**src/rtl/univ_shift_register.sv**
```systemverilog
// Universal shift register: parallel load/clear, or N single-bit shifts/rotates via an IDLE/SHIFT/DONE FSM.
// Latency: LOAD/CLR/NOP/zero-amount finish on the start edge; shifts take one edge each, then done pulses for one cycle.
// No backpressure: start is sampled only in IDLE; abort cancels a running shift without a done pulse.
module univ_shift_register #(
    parameter int WIDTH = 8,
    parameter int AMT_W = 4
) (
    input  logic             clk,
    input  logic             reset,
    input  logic             start,
    input  logic             abort,
    input  logic [2:0]       mode,
    input  logic [AMT_W-1:0] amount,
    input  logic [WIDTH-1:0] load_data,
    input  logic             sin_lsb,
    input  logic             sin_msb,
    output logic [WIDTH-1:0] q,
    output logic             last_out,
    output logic             busy,
    output logic             done
);

    localparam logic [2:0] MODE_LOAD = 3'b000;
    localparam logic [2:0] MODE_SHL  = 3'b001;
    localparam logic [2:0] MODE_SHR  = 3'b010;
    localparam logic [2:0] MODE_ASR  = 3'b011;
    localparam logic [2:0] MODE_ROL  = 3'b100;
    localparam logic [2:0] MODE_ROR  = 3'b101;
    localparam logic [2:0] MODE_CLR  = 3'b110;
    localparam logic [2:0] MODE_NOP  = 3'b111;

    typedef enum logic [1:0] {
        ST_IDLE  = 2'b00,
        ST_SHIFT = 2'b01,
        ST_DONE  = 2'b10
    } state_t;

    state_t             state_q, state_d;
    logic [WIDTH-1:0]   q_q, q_d;
    logic               last_q, last_d;
    logic [2:0]         mode_q, mode_d;
    logic [AMT_W-1:0]   cnt_q, cnt_d;
    logic               busy_q, busy_d;
    logic               done_q, done_d;
    logic [WIDTH-1:0]   shifted;
    logic               shift_out;

    // One step of the latched operation; fill bits come straight from the pins each edge.
    always_comb begin
        shifted   = q_q;
        shift_out = 1'b0;
        case (mode_q)
            MODE_SHL: begin
                shifted   = {q_q[WIDTH-2:0], sin_lsb};
                shift_out = q_q[WIDTH-1];
            end
            MODE_SHR: begin
                shifted   = {sin_msb, q_q[WIDTH-1:1]};
                shift_out = q_q[0];
            end
            MODE_ASR: begin
                shifted   = {q_q[WIDTH-1], q_q[WIDTH-1:1]};
                shift_out = q_q[0];
            end
            MODE_ROL: begin
                shifted   = {q_q[WIDTH-2:0], q_q[WIDTH-1]};
                shift_out = q_q[WIDTH-1];
            end
            default: begin
                shifted   = {q_q[0], q_q[WIDTH-1:1]};
                shift_out = q_q[0];
            end
        endcase
    end

    always_comb begin
        state_d = state_q;
        q_d     = q_q;
        last_d  = last_q;
        mode_d  = mode_q;
        cnt_d   = cnt_q;
        case (state_q)
            ST_IDLE: begin
                if (start && !abort) begin
                    case (mode)
                        MODE_LOAD: begin
                            q_d     = load_data;
                            last_d  = 1'b0;
                            state_d = ST_DONE;
                        end
                        MODE_CLR: begin
                            q_d     = '0;
                            last_d  = 1'b0;
                            state_d = ST_DONE;
                        end
                        MODE_NOP: state_d = ST_DONE;
                        default: begin
                            if (amount == '0) begin
                                state_d = ST_DONE;
                            end else begin
                                mode_d  = mode;
                                cnt_d   = amount;
                                state_d = ST_SHIFT;
                            end
                        end
                    endcase
                end
            end
            ST_SHIFT: begin
                if (abort) begin
                    cnt_d   = '0;
                    state_d = ST_IDLE;
                end else begin
                    q_d    = shifted;
                    last_d = shift_out;
                    cnt_d  = cnt_q - 1'b1;
                    if (cnt_q == AMT_W'(1)) begin
                        state_d = ST_DONE;
                    end
                end
            end
            ST_DONE: state_d = ST_IDLE;
            default: state_d = ST_IDLE;
        endcase
        busy_d = (state_d == ST_SHIFT);
        done_d = (state_d == ST_DONE);
    end

    always_ff @(posedge clk or negedge reset) begin
        if (!reset) begin
            state_q <= ST_IDLE;
            q_q     <= '0;
            last_q  <= 1'b0;
            mode_q  <= MODE_SHL;
            cnt_q   <= '0;
            busy_q  <= 1'b0;
            done_q  <= 1'b0;
        end else begin
            state_q <= state_d;
            q_q     <= q_d;
            last_q  <= last_d;
            mode_q  <= mode_d;
            cnt_q   <= cnt_d;
            busy_q  <= busy_d;
            done_q  <= done_d;
        end
    end

    assign q        = q_q;
    assign last_out = last_q;
    assign busy     = busy_q;
    assign done     = done_q;

endmodule

```
**config.mk**
```make
export PLATFORM = sky130hd
export DESIGN_NAME = univ_shift_register
export DESIGN_NICKNAME = d
export VERILOG_FILES = /design/src/rtl/univ_shift_register.sv
export SDC_FILE = /design/constraint.sdc
export NUM_CORES = 1
export LEC_CHECK = 0
export BUFFER_PORTS_ARGS = -buffer_cell sky130_fd_sc_hd__buf_4
export CAP_MARGIN = 20
export CORE_ASPECT_RATIO = 1.4
export CORE_MARGIN = 5
export CORE_UTILIZATION = 46
export CTS_CLUSTER_SIZE = 28
export DETAILED_ROUTE_END_ITERATION = 8
export GPL_TIMING_DRIVEN = 0
export HOLD_SLACK_MARGIN = 0.02
export PLACE_DENSITY = 0.79
export REMOVE_ABC_BUFFERS = 1
export SLEW_MARGIN = 20
export SYNTH_ARGS = -nofsm -noshare
export SYNTH_HDL_FRONTEND = slang
export SYNTH_SLANG_ARGS = --single-unit
```
**constraint.sdc**
```tcl
create_clock -name clk -period 1.8 [get_ports clk]
set_input_delay 0.09 -clock clk [delete_from_list [all_inputs] [get_ports clk]]
set_output_delay 0.09 -clock clk [all_outputs]
set_load 0.005 [all_outputs]
```
==> key figures, run 1 <==
Outcome
  • Outcome: finished, final reports clean

Hold path
  • Hold Crit Depth: 3
  • Hold Crit Start: amount[3]
  • Hold Crit Endpoint: cnt_q[3]
  • Worst hold-check path type: in -> reg

Logic synthesis
  • Synthesized area: 0.00121 sq mm
  • Syn Area/Cell: 10.2 sq um
  • EDFF count, synth: 0
  • Main synth FF type: dfrtp_1
  • Synth Warn #: 0
  • Synth top area cells: dfrtp_1 39%, mux2i_1 7.4%, nand2_1 4.9%
  • Synth Register Bits: 20
  • Largest area contributor in the netlist: dfrtp_1
  • Count of cell types in the netlist: 45
  • Synth top area share: 0.392
  • Async S/R FF share, synth: 1.00
  • Synth Instances: 119
  • Seq/Total Area, Yosys: 0.413

Finish
  • Most frequent cells in the layout: 38 x buf_4, 18 x dfrtp_1, 16 x nand2_1
  • Final Core Density: 0.623
  • Final std cells w/o fill: 194
  • Area grow syn2layout: 32.8%
  • Layout cells sized above 1: 0.367
  • Antenna diodes: 0
  • Commonest non-fill, non-tap cell in the layout: buf_4
  • Final #Nets: 182

Setup path
  • Delay-heaviest family, CP: simple AND/OR/NAND/NOR gates
  • Critical Path RT: 2.00 ns
  • Kind of end point of the critical path: register
  • CP max stage delay: 0.52 ns
  • R2R depth: 4
  • CP bufs+invs: 0
  • Crit path DAT: 1.95 ns
  • Reg-to-Reg End: cnt_q[2]
  • Setup CP Type: reg -> reg
  • Reg-to-reg critical path startpoint: state_q[1]
  • Worst R2R Setup Slack: 0.05 ns
  • Worst Path Max Fanout: 5
  • Worst path slowest cell: or4b_4
  • Crit-path cells: nor3b_4, or4b_4, and3_4, a211o_1
  • Setup crit start kind: register

Clock network
  • Worst skew pair latency: 0.30 ns
  • CTS tree: done
  • TritonCTS Buffers: 3
  • H-tree depth: 1
  • TritonCTS Sinks: 20
  • Root Buffer: clkbuf_4
  • Max Buffers Root-to-Sink: 2
  • CTS clk-pin slew, worst paths: 0.11 ns

STA
  • Final hold vios: 0
  • Crit path time final: 1.75 ns
  • Final count of pins violating max slew: 0
  • Least-Margin Pin Slew: 0.733 ns
  • Clk_skew: 0.00272 ns
  • Fin Setup TNS: 0 ns
  • Max frequency: 570 MHz
  • Slew HR: 0.507
  • Fin crit share: 0.975
  • Final setup violating endpoints: 0
  • Fin worst setup slack: 0.0451 ns

Placement
  • Post-DP HPWL: 2.27 mm
  • Placed insts: 180
  • Placement Setup Slack: -0.0468 ns
  • I/O Buffers: 31
  • RD Place Congestion: 0.814

Route
  • Initial drt markers: 51
  • Remaining antenna violation count after routing: 0
  • Routed vias: 1102
  • Routed wire per std cell: 15.5 microns
  • Initial DRT Pass Iterations: 5
  • Vias per Instance: 5.68
  • Wirelength, routed: 3.01 mm
  • Residual DRC: 0

Floorplan
  • Die Y: 70.8 microns
  • Ports: 32
  • Core area: 0.00259 sq mm
  • Die Width: 53.4 microns
  • Row count: 22
  • Initial Utilization: 0.469
  • Die area: 0.00378 sq mm

Power and ir drop
  • PD cells: 1250 mW/mm^2
  • Leakage power: 0.741 nW
  • Worst vdd ir: 0.723 mV

Global route
  • Vias in the first global route: 1063
  • Congestion Overflow GR: 0
  • First-pass GRT wire length: 5.03 mm
  • Largest net degree at the start of global routing: 21
  • Antenna violations before repair: 0
  • Global Route Usage Sum: 0.173

Flow run
  • Max-cap check violation count: 0
-- state kept, by name (all words and copies together), names as in the netlist --
name,flops
q,8
last_out,1
done,1
busy,1
cnt_q,4
mode_q,3
state_q,2
-- cells by family (layout without fill, tap and decap cells) --
family | count (synthesis) | after routing | synth area share
AO/OA/AOI/OAI | 30 | 30 | 0.181
AND/OR/NAND/NOR | 42 | 42 | 0.225
XOR/XNOR | 3 | 3 | 0.0217
flip-flops | 20 | 20 | 0.413
multiplexers | 12 | 12 | 0.102
buffers and inverters | 10 | 49 | 0.0361
adder cells (fa/ha/maj) | 2 | 2 | 0.0206
-- worst max path at each step --
stage | from | endpoint | slack [ns] | cells after the start
2_1_floorplan | state_q[1] | cnt_q[2] | 0.09 | 4
3_3_place_gp | state_q[1] | mode_q[2] | -0.004 | 3
3_5_place_dp | state_q[1] | mode_q[1] | -0.05 | 3
4_1_cts | state_q[1] | mode_q[1] | -0.01 | 4
5_1_grt | state_q[1] | cnt_q[2] | -0.005 | 4
6_report | state_q[1] | cnt_q[2] | 0.05 | 4
-- layout make-up --
cell class                      count  area, sq um
Clock buffer                        4         36.3
Fill cell                         236          976
Sequential cell                    20          503
Tap cell                           36         45.0
Inverter                            4         15.0
Timing Repair Buffer               41          315
Multi-Input combinational cell     89          697
-- where the power goes --
group	leakage (nW)	total (mW)	internal [mW]	switching (mW)
Sequential	0.248	0.862	0.627	0.235
Clock	0.0210	0.264	0.123	0.140
Combinational	0.472	0.894	0.507	0.387
Total	0.741	2.02	1.26	0.762
-- per-layer routing --
layer  vias up  track usage  share of wire
met5         -            0              0
met4         0       0.0710          0.027
met3         9       0.0295          0.082
met2        48        0.292           0.50
met1       522        0.211           0.39
li1        523            -              -
-- synth_stat cells, types with 2 or more instances --
library cell / count
o221ai_1: 6
inv_1: 4
clkbuf_1: 2
o22ai_1: 3
nor3_1: 4
o21ai_0: 3
or4b_4: 2
buf_2: 2
ha_1: 2
dfrtp_1: 19
a21oi_1: 7
mux2_2: 3
nand2_1: 16
or2b_2: 2
mux2i_1: 9
nor2_1: 3
xnor2_1: 3
a32oi_1: 2
-- what timing repair did --
action | CTS | global route
setup endpoints to repair | 4 | 14
pin swaps | 3 | 4
buffers inserted | 6 | 1
hold endpoints to repair | 23 | 0
gates resized for setup | 3 | 3
hold buffers | 3 | 0
-- worst reg2reg max path, stage by stage, from the launching register on --
cell and delay, ns:
dfrtp_2 0.46, nor3b_4 0.23, or4b_4 0.52, and3_4 0.19
a211o_1 0.26
-- per-stage QoR --
stage	power (mW)	cell area, sq um	hold slack [ns]
2_1_floorplan	1.33	1180	-0.206
3_3_place_gp	1.65	1460	-0.0223
3_5_place_dp	1.71	1460	-0.0178
4_1_cts	2.00	1580	0.0382
5_1_grt	2.18	1610	0.0313
6_report	2.02	1610	0.0289
Note: power is estimated with default switching activity, not from simulation.
==> run 2: changes to the inputs <==
--- a/config.mk
+++ b/config.mk
@@ -15,7 +15,6 @@
 export GPL_TIMING_DRIVEN = 0
 export HOLD_SLACK_MARGIN = 0.02
 export PLACE_DENSITY = 0.79
-export REMOVE_ABC_BUFFERS = 1
 export SLEW_MARGIN = 20
 export SYNTH_ARGS = -nofsm -noshare
 export SYNTH_HDL_FRONTEND = slang
==> key figures, run 2 (synthesis results as in run 1) <==
Finish
  • Area grow syn2layout: 33.7%
  • Final Core Density: 0.627
  • Commonest non-fill, non-tap cell in the layout: buf_4
  • Most frequent cells in the layout: 38 x buf_4, 18 x dfrtp_1, 16 x nand2_1
  • Final #Nets: 185
  • Layout cells sized above 1: 0.379
  • Number of flip-flops under the largest register name: 8
  • Antenna diodes: 0
  • Fillers: 245

Placement
  • Post-DP HPWL: 2.29 mm
  • I/O Buffers: 31
  • RD Place Congestion: 0.852

Setup path
  • Setup crit start kind: register
  • Setup CP Type: reg -> reg
  • Worst Path Max Fanout: 5
  • Critical Path RT: 1.99 ns
  • Kind of end point of the critical path: register
  • Crit path DAT: 1.92 ns

Floorplan
  • Core area: 0.00259 sq mm
  • Die Width: 53.4 microns
  • Initial Utilization: 0.469
  • Ports: 32
  • Die Y: 70.8 microns
  • Row count: 22
  • Die area: 0.00378 sq mm

Clock network
  • Max Buffers Root-to-Sink: 2
  • Root Buffer: clkbuf_4
  • CTS clk-pin slew, worst paths: 0.11 ns
  • TritonCTS Sinks: 20
  • TritonCTS Buffers: 3
  • CTS tree: done
  • H-tree depth: 1
  • Worst skew pair latency: 0.29 ns

Logic synthesis
  • Synth Net Count: 142

Route
  • Wirelength, routed: 2.98 mm
  • Routed vias: 1100
  • Initial DRT Pass Iterations: 4
  • Routed wire per std cell: 15.1 microns
  • Vias per Instance: 5.58
  • Residual DRC: 0
  • Remaining antenna violation count after routing: 0
  • Initial drt markers: 27

Power and ir drop
  • PD cells: 1250 mW/mm^2
  • Worst vdd ir: 0.617 mV
  • PnR Total Power: 2.03 mW
  • Leakage power: 0.746 nW

STA
  • Fin crit share: 0.960
  • Crit path time final: 1.73 ns
  • Unrepaired setup endpoints after global routing: no
  • Clk_skew: 0.000784 ns
  • Max frequency: 579 MHz
  • Final setup violating endpoints: 0
  • Final count of pins violating max slew: 0
  • Final hold vios: 0
  • Slew HR: 0.631
  • Least-Margin Pin Slew: 0.549 ns

Global route
  • Global Route Usage Sum: 0.169
  • Vias in the first global route: 1081
  • Antenna violations before repair: 0
  • First-pass GRT wire length: 4.89 mm
  • Largest net degree at the start of global routing: 21
  • Congestion Overflow GR: 0

Flow run
  • Max-cap check violation count: 0

Outcome
  • Outcome: finished, final reports clean

Hold path
  • Worst hold-check path type: in -> reg
run 2: changes by cell type in the layout (fill, tap and decap cells not counted):
cell,before,now
a21oi_1,7,6
a21oi_2,0,1
and3_1,0,1
and3_4,1,0
buf_2,0,2
clkbuf_1,0,1
mux2_2,1,3
mux2_4,2,0
nor4_1,1,0
nor4_2,0,1
run 2: repair_timing:
item / 4_1_cts / 5_1_grt
endpoints found under the setup margin: 8 / 15
hold buffers: 3 / 0
pin swaps: 2 / 3
resized for setup: 2 / 3
endpoints found under the hold margin: 23 / 0
buffers inserted: 3 / 3
run 2: final timing paths:
kind                             from         to  slack (ns)  depth (start not counted)
setup / recovery           state_q[1]  mode_q[1]        0.07                          3
max in group asynchronous       reset  mode_q[0]        1.33                          2
hold / removal              amount[3]   cnt_q[3]        0.03                          3
setup reg to reg           state_q[1]  mode_q[1]        0.07                          3
hold reg to reg              last_out   last_out        0.49                          2
min in group asynchronous       reset       q[5]        0.20                          2
run 2: stage by stage:
stage | cells | cell area, sq um | hold slack [ns] | setup TNS, ns | setup WS [ns]
after detailed placement | 186 | 1490 | -0.0159 | -0.169 | -0.0505
after global placement | 186 | 1490 | -0.0181 | -0.0424 | -0.0176
after global routing | 197 | 1620 | 0.0352 | 0 | 0.0213
final | 197 | 1620 | 0.0332 | 0 | 0.0719
after floorplan | 119 | 1210 | -0.206 | 0 | 0.0906
after CTS | 196 | 1590 | 0.0243 | -0.0764 | -0.0375
run 2: critical path, cell delays in order (launching register included):
cell and delay, ns:
dfrtp_2 0.46, or4b_4 0.53, nor4_4 0.26, mux2_2 0.38
run 2: routing by layer:
metal | wire length (microns) | global-route usage | vias to the layer above
met2 | 1550 | 0.296 | 37
met4 | 42 | 0.0795 | 0
met3 | 183 | 0.0126 | 4
met5 | 0 | 0 | -
met1 | 1210 | 0.200 | 526
li1 | - | - | 533
run 2: layout make-up:
cell class	instances	area, sq um	area share
flip-flops and latches	20	503	0.310
well taps	36	45.0	0.0278
repair buffers	40	308	0.190
plain buffers	4	21.3	0.0131
clock buffers	4	36.3	0.0224
inverters	4	15.0	0.00925
multi-input cells	89	694	0.428
run 2: power breakdown:
part           leakage, nW  total, mW  internal [mW]  switching, mW
Combinational        0.476      0.952          0.531          0.421
Clock               0.0210      0.258          0.123          0.135
Sequential           0.248      0.824          0.626          0.198
==> run 3: changes to the inputs <==
--- a/config.mk
+++ b/config.mk
@@ -14,6 +14,7 @@
 export DETAILED_ROUTE_END_ITERATION = 8
 export GPL_TIMING_DRIVEN = 0
 export HOLD_SLACK_MARGIN = 0.02
+export MAX_ROUTING_LAYER = met4
 export PLACE_DENSITY = 0.79
 export SLEW_MARGIN = 20
 export SYNTH_ARGS = -nofsm -noshare
==> key figures, run 3 (synthesis results as in run 1) <==
Placement
  • RD Place Congestion: 0.885
  • Post-DP HPWL: 2.19 mm
  • I/O Buffers: 31
  • Placed insts: 186

Finish
  • Fillers: 238
  • Number of flip-flops under the largest register name: 8
  • Layout cells sized above 1: 0.362
  • Final #Nets: 187
  • Most frequent cells in the layout: 39 x buf_4, 18 x dfrtp_1, 16 x nand2_1
  • Commonest non-fill, non-tap cell in the layout: buf_4
  • Antenna diodes: 0
  • Area grow syn2layout: 33.1%
  • Final std cells w/o fill: 199

Global route
  • Antenna violations before repair: 0
  • Global Route Usage Sum: 0.174
  • Largest net degree at the start of global routing: 21
  • Vias in the first global route: 1111
  • First-pass GRT wire length: 4.86 mm
  • Congestion Overflow GR: 0

Floorplan
  • Die area: 0.00378 sq mm
  • Initial Utilization: 0.469
  • Die Width: 53.4 microns
  • Ports: 32
  • Core area: 0.00259 sq mm
  • Row count: 22
  • Die Y: 70.8 microns

Clock network
  • TritonCTS Sinks: 20
  • Worst skew pair latency: 0.29 ns
  • Max Buffers Root-to-Sink: 2
  • CTS clk-pin slew, worst paths: 0.10 ns
  • CTS tree: done
  • H-tree depth: 1
  • Root Buffer: clkbuf_4
  • TritonCTS Buffers: 3

Route
  • Wirelength, routed: 3.03 mm
  • Vias per Instance: 5.55
  • Routed wire per std cell: 15.2 microns
  • Initial drt markers: 31
  • Routed vias: 1104
  • Remaining antenna violation count after routing: 0
  • Initial DRT Pass Iterations: 4
  • Residual DRC: 0

Logic synthesis
  • Synth Net Count: 142

Power and ir drop
  • Leakage power: 0.755 nW
  • Worst vdd ir: 0.642 mV
  • PD cells: 1220 mW/mm^2

STA
  • Unrepaired setup endpoints after global routing: yes
  • Clk_skew: 0.00525 ns
  • Slew HR: 0.510
  • Final hold vios: 0
  • Max frequency: 557 MHz
  • Fin Setup TNS: 0 ns
  • Crit path time final: 1.79 ns
  • Fin crit share: 0.997
  • Least-Margin Pin Slew: 0.728 ns
  • Worst hold margin: 0.0375 ns
  • Final setup violating endpoints: 0
  • Final count of pins violating max slew: 0

Flow run
  • Max-cap check violation count: 0

Setup path
  • Crit path DAT: 1.95 ns
  • Delay-heaviest family, CP: compound AO/OA/AOI/OAI gates
  • CP max stage delay: 0.52 ns
  • Setup crit start kind: register
  • Worst Path Max Fanout: 8
  • Setup CP Type: reg -> reg
  • Critical Path RT: 1.95 ns
  • Kind of end point of the critical path: register
  • Worst path slowest cell: dfstp_2
  • Worst path depth: 5
  • Crit-path cells: buf_2, xnor2_1, nor2_4, a21oi_1, o41ai_1
  • R2R depth: 5
  • CP bufs+invs: 1
  • Reg-to-Reg End: q[7]
  • Worst R2R Setup Slack: 0.006 ns
  • Reg-to-reg critical path startpoint: mode_q[0]

Outcome
  • Outcome: finished, final reports clean

Hold path
  • Hold Crit Endpoint: cnt_q[3]
  • Hold Crit Start: amount[3]
  • Worst hold-check path type: in -> reg
  • Hold Crit Depth: 3
[run 3: cell count changes in the layout (fill, tap and decap cells not counted), sizes merged]
| cell | before | now |
|---|---|---|
| buf | 40 | 42 |
[run 3: worst register-to-register path: stages (launching register included)]
cell and delay (ns):
dfstp_2 0.52, buf_2 0.17, xnor2_1 0.12, nor2_4 0.26
a21oi_1 0.12, o41ai_1 0.46
[run 3: what timing repair did]
item	CTS	global route
buffers inserted	5	2
pin swaps	2	3
hold buffers	3	0
setup endpoints to repair	7	14
gates resized for setup	5	1
hold endpoints to repair	23	0
[run 3: per-stage QoR]
step                cell area (sq um)  setup WS, ns  power [mW]  utilization
floorplan                        1210        0.0906        1.35            -
global placement                 1490       -0.0162        1.67        0.576
detailed placement               1490        -0.107        1.71        0.576
CTS                              1600       -0.0125        1.98        0.619
global route                     1620       -0.0813        2.13        0.624
finish                           1620       0.00604        1.96        0.624
[run 3: area by class of cell]
type	count	area, sq um	area share
multi-input combinational	89	686	0.424
sequential	20	503	0.311
timing repair buffer	41	315	0.195
clock buffer	4	26.3	0.0163
tap	36	45.0	0.0279
inverter	4	15.0	0.00930
buffer	5	25.0	0.0155
[run 3: how the worst max path moves through the flow]
stage | from | to | slack [ns]
final | mode_q[0] | q[7] | 0.006
after floorplan | state_q[1] | cnt_q[2] | 0.09
after detailed placement | mode_q[0] | q[7] | -0.11
after global routing | mode_q[0] | q[7] | -0.08
after global placement | mode_q[0] | q[7] | -0.02
after CTS | state_q[0] | mode_q[2] | -0.01
[run 3: layer usage]
metal	part of all wire	wire length [microns]	GRT usage	vias to the layer above
li1	-	-	-	533
met1	0.42	1260	0.211	517
met2	0.51	1540	0.281	46
met3	0.053	160	0.0232	8
met4	0.021	63	0.0739	0
met5	0	0	-	-
[run 3: power breakdown]
| group | total (mW) | leakage, nW | internal (mW) | switching (mW) |
|---|---|---|---|---|
| Clock | 0.214 | 0.0150 | 0.0861 | 0.128 |
| Sequential | 0.822 | 0.248 | 0.626 | 0.196 |
| Combinational | 0.928 | 0.492 | 0.517 | 0.411 |
| Total | 1.96 | 0.755 | 1.23 | 0.734 |
